===== src/rtl/ic_data_ecc_scrub_ctrl.sv =====
// IC data RAM ECC scrub controller: classifies decoder results, counts
// and logs errors, and writes corrected single-bit words back to the RAM.
module ic_data_ecc_scrub_ctrl #(
  parameter int unsigned ACK_TIMEOUT = 15,
  parameter int unsigned CNT_W       = 8
) (
  input  logic             clk,
  input  logic             rst_a,
  input  logic             chk_valid,
  input  logic [10:0]      chk_addr,
  input  logic             chk_sb_err,
  input  logic             chk_db_err,
  input  logic             chk_addr_err,
  input  logic [6:0]       chk_syndrome,
  input  logic [31:0]      chk_data,
  input  logic [7:0]       chk_ecc,
  input  logic             scrub_en,
  input  logic             err_clr,
  output logic             scrub_req,
  output logic [10:0]      scrub_addr,
  output logic [31:0]      scrub_wdata,
  output logic [7:0]       scrub_wecc,
  input  logic             scrub_ack,
  output logic             busy,
  output logic             fatal_err,
  output logic             scrub_fail,
  output logic [CNT_W-1:0] sb_cnt,
  output logic [CNT_W-1:0] db_cnt,
  output logic             log_valid,
  output logic [1:0]       log_type,
  output logic [10:0]      log_addr,
  output logic [6:0]       log_syndrome
);

  localparam logic [1:0] ST_IDLE  = 2'd0;
  localparam logic [1:0] ST_REQ   = 2'd1;
  localparam logic [1:0] ST_DRAIN = 2'd2;

  localparam logic [1:0] EV_NONE = 2'b00;
  localparam logic [1:0] EV_SB   = 2'b01;
  localparam logic [1:0] EV_DB   = 2'b10;
  localparam logic [1:0] EV_ADDR = 2'b11;

  localparam logic [7:0] WAIT_LAST = 8'(ACK_TIMEOUT - 1);

  localparam logic [CNT_W-1:0] CNT_ONE = CNT_W'(1);
  localparam logic [CNT_W-1:0] CNT_MAX = '1;

  logic [1:0] state;
  logic [7:0] wait_cnt;
  logic [1:0] ev_type;
  logic       ev_any;
  logic       ev_sb;
  logic       ev_fatal;

  // Address errors outrank double errors, which outrank single errors.
  always_comb begin
    ev_type = EV_NONE;
    if (chk_valid) begin
      unique case (1'b1)
        chk_addr_err:
          ev_type = EV_ADDR;
        !chk_addr_err && chk_db_err:
          ev_type = EV_DB;
        !chk_addr_err && !chk_db_err
          && chk_sb_err:
          ev_type = EV_SB;
        default:
          ev_type = EV_NONE;
      endcase
    end
  end

  assign ev_any   = ev_type != EV_NONE;
  assign ev_sb    = ev_type == EV_SB;
  assign ev_fatal = ev_type[1];

  assign scrub_req = state == ST_REQ;
  assign busy      = state != ST_IDLE;

  always_ff @(posedge clk) begin
    if (rst_a) begin
      state       <= ST_IDLE;
      wait_cnt    <= '0;
      scrub_addr  <= '0;
      scrub_wdata <= '0;
      scrub_wecc  <= '0;
      scrub_fail  <= 1'b0;
    end else begin
      scrub_fail <= 1'b0;
      case (state)
        ST_IDLE: begin
          if (ev_sb && scrub_en) begin
            state       <= ST_REQ;
            wait_cnt    <= '0;
            scrub_addr  <= chk_addr;
            scrub_wdata <= chk_data;
            scrub_wecc  <= chk_ecc;
          end
        end
        ST_REQ: begin
          // An ack in the final wait cycle still counts as accepted.
          if (scrub_ack) begin
            state <= ST_DRAIN;
          end else if (wait_cnt == WAIT_LAST) begin
            state      <= ST_IDLE;
            scrub_fail <= 1'b1;
          end else begin
            wait_cnt <= wait_cnt + 8'd1;
          end
        end
        ST_DRAIN: begin
          state <= ST_IDLE;
        end
        default: begin
          state <= ST_IDLE;
        end
      endcase
    end
  end

  always_ff @(posedge clk) begin
    if (rst_a) begin
      fatal_err <= 1'b0;
    end else begin
      fatal_err <= ev_fatal;
    end
  end

  // A same-cycle event survives a clear and becomes the first count.
  always_ff @(posedge clk) begin
    if (rst_a) begin
      sb_cnt <= '0;
      db_cnt <= '0;
    end else if (err_clr) begin
      sb_cnt <= ev_sb ? CNT_ONE : '0;
      db_cnt <= ev_fatal ? CNT_ONE : '0;
    end else begin
      if (ev_sb && sb_cnt != CNT_MAX) begin
        sb_cnt <= sb_cnt + CNT_ONE;
      end
      if (ev_fatal && db_cnt != CNT_MAX) begin
        db_cnt <= db_cnt + CNT_ONE;
      end
    end
  end

  always_ff @(posedge clk) begin
    if (rst_a) begin
      log_valid    <= 1'b0;
      log_type     <= '0;
      log_addr     <= '0;
      log_syndrome <= '0;
    end else if (ev_any && (err_clr || !log_valid)) begin
      log_valid    <= 1'b1;
      log_type     <= ev_type;
      log_addr     <= chk_addr;
      log_syndrome <= chk_syndrome;
    end else if (err_clr) begin
      log_valid    <= 1'b0;
      log_type     <= '0;
      log_addr     <= '0;
      log_syndrome <= '0;
    end
  end

endmodule


===== config.mk =====
export PLATFORM = sky130hd
export DESIGN_NAME = ic_data_ecc_scrub_ctrl
export DESIGN_NICKNAME = d
export VERILOG_FILES = /design/src/rtl/ic_data_ecc_scrub_ctrl.sv
export SDC_FILE = /design/constraint.sdc
export NUM_CORES = 1
export LEC_CHECK = 0
export CELL_PAD_IN_SITES_DETAIL_PLACEMENT = 2
export CELL_PAD_IN_SITES_GLOBAL_PLACEMENT = 2
export CORE_MARGIN = 5
export CORE_UTILIZATION = 26
export CTS_BUF_LIST = sky130_fd_sc_hd__clkbuf_16
export DETAILED_ROUTE_END_ITERATION = 10
export PLACE_DENSITY_LB_ADDON = 0.1
export SLEW_MARGIN = 40
export SYNTH_ARGS = -nofsm -noshare
export SYNTH_HDL_FRONTEND = slang
export SYNTH_SLANG_ARGS = --single-unit

===== constraint.sdc =====
create_clock -name clk -period 2.44 [get_ports clk]
set_input_delay 0.488 -clock clk [delete_from_list [all_inputs] [get_ports clk]]
set_output_delay 0.488 -clock clk [all_outputs]
set_load 0.01 [all_outputs]

== Yosys cells after proc, flatten, opt, wreduce, memory -nomap -nowiden ==
Index checks and enable logic that the tools add are counted.
Cells by class
  $lt $le $gt $ge: 0
  add/sub/neg operators: 3
  shift operators: 0
  reduce and logical (&&, ||, !) cells: 22
  divide/modulo/power cells: 0
  muxes and demuxes: 25
  bitwise operators: 1
  equality and inequality tests: 9
  multipliers: 0
Operators with widths (count)
  8-bit 2-to-1 mux: 7
  8-bit by 1-bit adder with 8-bit output (second input constant): 3
  11-bit 2-to-1 mux: 2
  8-bit inequality test (second input constant): 2
  8-bit case mux with 2 select lines: 1
  7-bit 2-to-1 mux: 2
  2-bit 2-to-1 mux: 6
  2-bit nonzero test: 6
  8-bit by 4-bit equality test with 1-bit output (second input constant): 1
  1-bit logical AND: 7
  2-bit inequality test (second input constant): 3
  2-bit case mux with 3 select lines: 1
  1-bit 2-to-1 mux: 5
  2-bit by 1-bit equality test with 1-bit output (second input constant): 2
  2-bit case mux with 2 select lines: 1
  2-bit AND reduction: 2
  4-bit AND reduction: 1
  1-bit logical NOT: 3
  3-bit by 1-bit inequality test with 1-bit output (second input constant): 1
  3-bit OR reduction: 1
  2-bit logical NOT: 1
  1-bit logical OR: 1
  1-bit inverter: 1
Word-level totals
  output and inout bits: 92
  bits in latches: 0
  bits of input ports: 67
  bits in read-only memories: 0
  word-level logic and storage cells: 73
  flip-flop bits (word level): 100
  bits in writable memories: 0
  memories kept: 0

== Longest topological paths before layout ==
  depth after elaboration: 9
  mapped depth: 6
  gate-level depth less buffers: 6

== Worst setup path before layout ==
Ideal clock, no wire load.
  path kind: register to register
  start point: register db_cnt[0]
  end point: register db_cnt[7]
  clock period less this slack: 1.670 ns
  arrival: 1.553 ns
  data required time: 2.324 ns
  setup time: 0.116 ns
  slack: 0.770 ns
  cell stages (with the launch flop): 7
  path buffers: 1
  cell sequence: dfxtp_1 ha_1 and4_1 clkbuf_1 nor4b_4 a31oi_1 a41o_1
On the way
  cells in the longest elaborated chain, start to end: 3
  elaborated cells on any way between the ends: 6
  those cells by class: 1 x add/sub; 1 x eq/ne; 2 x mux; 2 x reduce/logical
RTL lines
  start, declared: RTL line 28  | output logic [CNT_W-1:0] db_cnt,
  start signal, assigned: RTL line 137  | db_cnt <= ev_fatal ? CNT_ONE : '0;
  start signal, assigned: RTL line 143  | db_cnt <= db_cnt + CNT_ONE;
  8-bit by 1-bit adder with 8-bit output / 8-bit inequality test (equally long branches): RTL line 143, 142
  8-bit 2-to-1 mux / 1-bit logical AND (equally long branches): RTL line 142  | if (ev_fatal && db_cnt != CNT_MAX) begin
  8-bit 2-to-1 mux / 2-bit nonzero test (equally long branches)
Parallel ways exist; a longest one is shown, timed or not. The select of a mux whose other input is x is not followed.
A chain may end at the register's enable or synchronous reset.

== Worst setup path in the final report ==
  start point: register state[1]
  end point: output scrub_req
On the way
  cells in the longest elaborated chain, start to end: 1
RTL lines
  start, declared: RTL line 49  | logic [1:0] state;
  start signal, assigned: RTL line 83  | state <= ST_IDLE;
  start signal, assigned: RTL line 94  | state <= ST_REQ;
  start signal, assigned: RTL line 104  | state <= ST_DRAIN;
  2-bit by 1-bit equality test with 1-bit output: RTL line 78  | assign scrub_req = state == ST_REQ;
  end, declared: RTL line 19  | output logic scrub_req,
No other way between the ends.

==> results.json <==
{
  "syn_area_sq_um": 4040,
  "port_buffers": 158,
  "synthToLayoutAreaGrowth_pct": 52.3,
  "peakVddDrop_uv": 362,
  "antenna_cells": 0,
  "finalSetupViolations": 0,
  "crit_path_end_kind": "output port",
  "fin_total_pwr_w": 0.00365,
  "reg2reg_from": "db_cnt[0]$_SDFFE_PP0P_",
  "gp_congestion": 0.780,
  "yosys_most_used_dff": "dfxtp_1",
  "synth_most_common_cell": "nand2_1",
  "die_h_um": 135,
  "cts_buffers": 9,
  "synthCells": 484,
  "ys_warn_count": 0,
  "slew_viol_final": 0,
  "hp-class": "input pin to flop",
  "std_cell_rows": 45,
  "overflow": 0,
  "hp-start": "rst_a",
  "synth_edf_count": 0,
  "clockBufferDepth": 2,
  "cts-resized-gates": 0,
  "io_pins": 159,
  "dp_hpwl_um": 10600,
  "netlist_top_cells_count": "nand2_1 (133), dfxtp_1 (100), a21oi_1 (80), nand3b_1 (19), nor2_1 (17)",
  "async_flop_share_pct": 0,
  "cts_setup_buffers": 0,
  "dp_slack_ps": 141,
  "grtUsageTotal_pct": 16.5,
  "worstPathRequired_ps": 1950,
  "synth_cell_types": 54,
  "syn_avg_cell_area_sq_um": 8.34,
  "grt_pass1_vias": 4522,
  "ys_seq_elements": 100,
  "outcome": "complete, no violations",
  "ant_nets": 0,
  "hold_violations": 0,
  "crit_type": "flop to output port",
  "post_drt_via_cell_ratio": 4.86,
  "grt_pass1_wl_um": 23800,
  "power_density_nw_per_um2": 594,
  "synthTopCellsByArea": "dfxtp_1 (50%), nand2_1 (12%), a21oi_1 (9.9%)",
  "wire_per_inst_um": 17.8,
  "clock_latency_ps": 350,
  "clk_pin_slew_ps": 70,
  "cp_max_fo": 6,
  "fp.dieW_um": 135,
  "cts_tree": "yes",
  "instances_no_fill": 827,
  "antenna_found_initial": 0,
  "syn_nets": 555,
  "worst_slew_pin_slew_ps": 484,
  "drive_above_1_share_pct": 5.79,
  "setup_ws_ps": 307,
  "vias": 4018,
  "place_inst": 812,
  "clock_skew_ps": 6.97,
  "start_kind": "flop",
  "core_area_sq_um": 15200,
  "r2r.worst_path.cells": 5,
  "start_util_pct": 26.5,
  "finalCritPeriodShare_pct": 87.4,
  "rsz0062_at_grt": "false",
  "clkSinkCount": 100,
  "relSlewSlack_pct": 67.8,
  "min_to": "log_type[1]$_SDFFE_PP0P_",
  "ctsHtreeMaxLevel": 3,
  "cts_root_buffer": "clkbuf_16",
  "arrival_ps": 1650,
  "finalCriticalPeriod_ps": 2130,
  "final_nets": 706,
  "netlist.area_leader.share_pct": 49.6,
  "fin_tns_setup_ps": 0,
  "p_leak_nw": 2.10,
  "drc_errors": 0,
  "cap_viol_max_count": 0,
  "worstReg2RegEnd": "db_cnt[7]$_SDFFE_PP0P_",
  "wl_um": 14700,
  "drt_iter0_markers": 129,
  "yosysSeqAreaShare_pct": 49.6,
  "die_area_sq_um": 18100,
  "grt_max_degree": 52,
  "rrSetupSlack_ps": 720,
  "yosys.area.top_type": "dfxtp_1",
  "dr.pass1.iters": 4,
  "max_freq_mhz": 469,
  "hold_buffers": 0,
  "holdPathStages": 2
}
logic make-up (layout without fill, tap and decap cells):
logic type,after synthesis,count (layout),share of synthesized area [%]
DFF,100,100,49.6
buffers and inverters,40,195,4.43
and+or+nand+nor,210,210,24.8
muxes,2,2,0.496
xor gates and xnor gates,6,6,1.30
adders and majority gates,4,4,1.24
AOI/OAI and AO/OA,122,122,18.1
registers in the layout, indices dropped and copies added, names as in the netlist:
signal	flops
fatal_err	1
scrub_wecc	8
scrub_wdata	32
db_cnt	8
log_addr	11
log_syndrome	7
scrub_fail	1
log_type	2
state	2
scrub_addr	11
log_valid	1
sb_cnt	8
wait_cnt	8
critical path, cell delays in order, from the launching register on:
cell and delay [ps]:
dfxtp_1 330, nand2b_1 240, inv_1 170, clkdlybuf4s50_1 560
layout make-up:
type                       instances  area [sq um]
timing repair buffer             172          1690
tap                              188           235
multi-input combinational        344          1860
fill                            1675          9060
clock buffer                       9           225
sequential                       100          2000
clock inverter                     6           104
inverter                           8          30.0
worst max path at each step:
stage / cells after the start / from / endpoint
detailed placement: 6 / chk_addr_err / scrub_wdata[17]$_SDFFE_PP0P_
floorplan: 6 / db_cnt[0]$_SDFFE_PP0P_ / db_cnt[7]$_SDFFE_PP0P_
global route: 3 / state[1]$_SDFFE_PP0P_ / scrub_req
CTS: 3 / state[1]$_SDFFE_PP0P_ / scrub_req
finish: 3 / state[1]$_SDFFE_PP0P_ / scrub_req
global placement: 6 / chk_addr_err / scrub_addr[6]$_SDFFE_PP0P_
power breakdown:
part           leakage [nW]  internal [W]  switching, W
registers             0.810       0.00166     0.0000208
logic                  1.13      0.000192      0.000155
clock network         0.163      0.000990      0.000632
total                  2.10       0.00285      0.000808
routing by layer:
metal  GRT usage (%)  up-vias  wire [um]
met5               0        -          0
met4            5.60        0        208
met3            4.58       12        854
met2            29.3       91       7350
met1            19.0     1953       6320
li1                -     1962          -
cells in the final DEF (no fill, tap or decap), types with 3 or more instances in the layout:
master,synthesis,layout
a211oi_1,3,3
a21oi_1,80,80
a31o_1,5,5
buf_4,2,13
bufinv_16,0,3
clkbuf_16,0,9
clkdlybuf4s50_1,0,157
dfxtp_1,100,100
ha_1,4,4
inv_1,6,6
nand2_1,133,133
nand2b_1,5,5
nand3_1,7,7
nand3b_1,19,19
nand4_1,4,4
nor2_1,17,17
nor2b_1,4,4
o21ai_0,8,8
o21ai_1,3,3
o31a_1,3,3
o41ai_1,3,3
xnor2_1,6,6
through the flow:
stage | utilization [%] | hold WS, ps | area (sq um)
finish | 40.4 | 413 | 6150
CTS | 40.4 | 403 | 6150
detailed placement | 38.3 | 450 | 5820
floorplan | - | 472 | 4040
global placement | 38.3 | 442 | 5820
global route | 40.4 | 409 | 6150
Power figures use the tool's default switching activity.
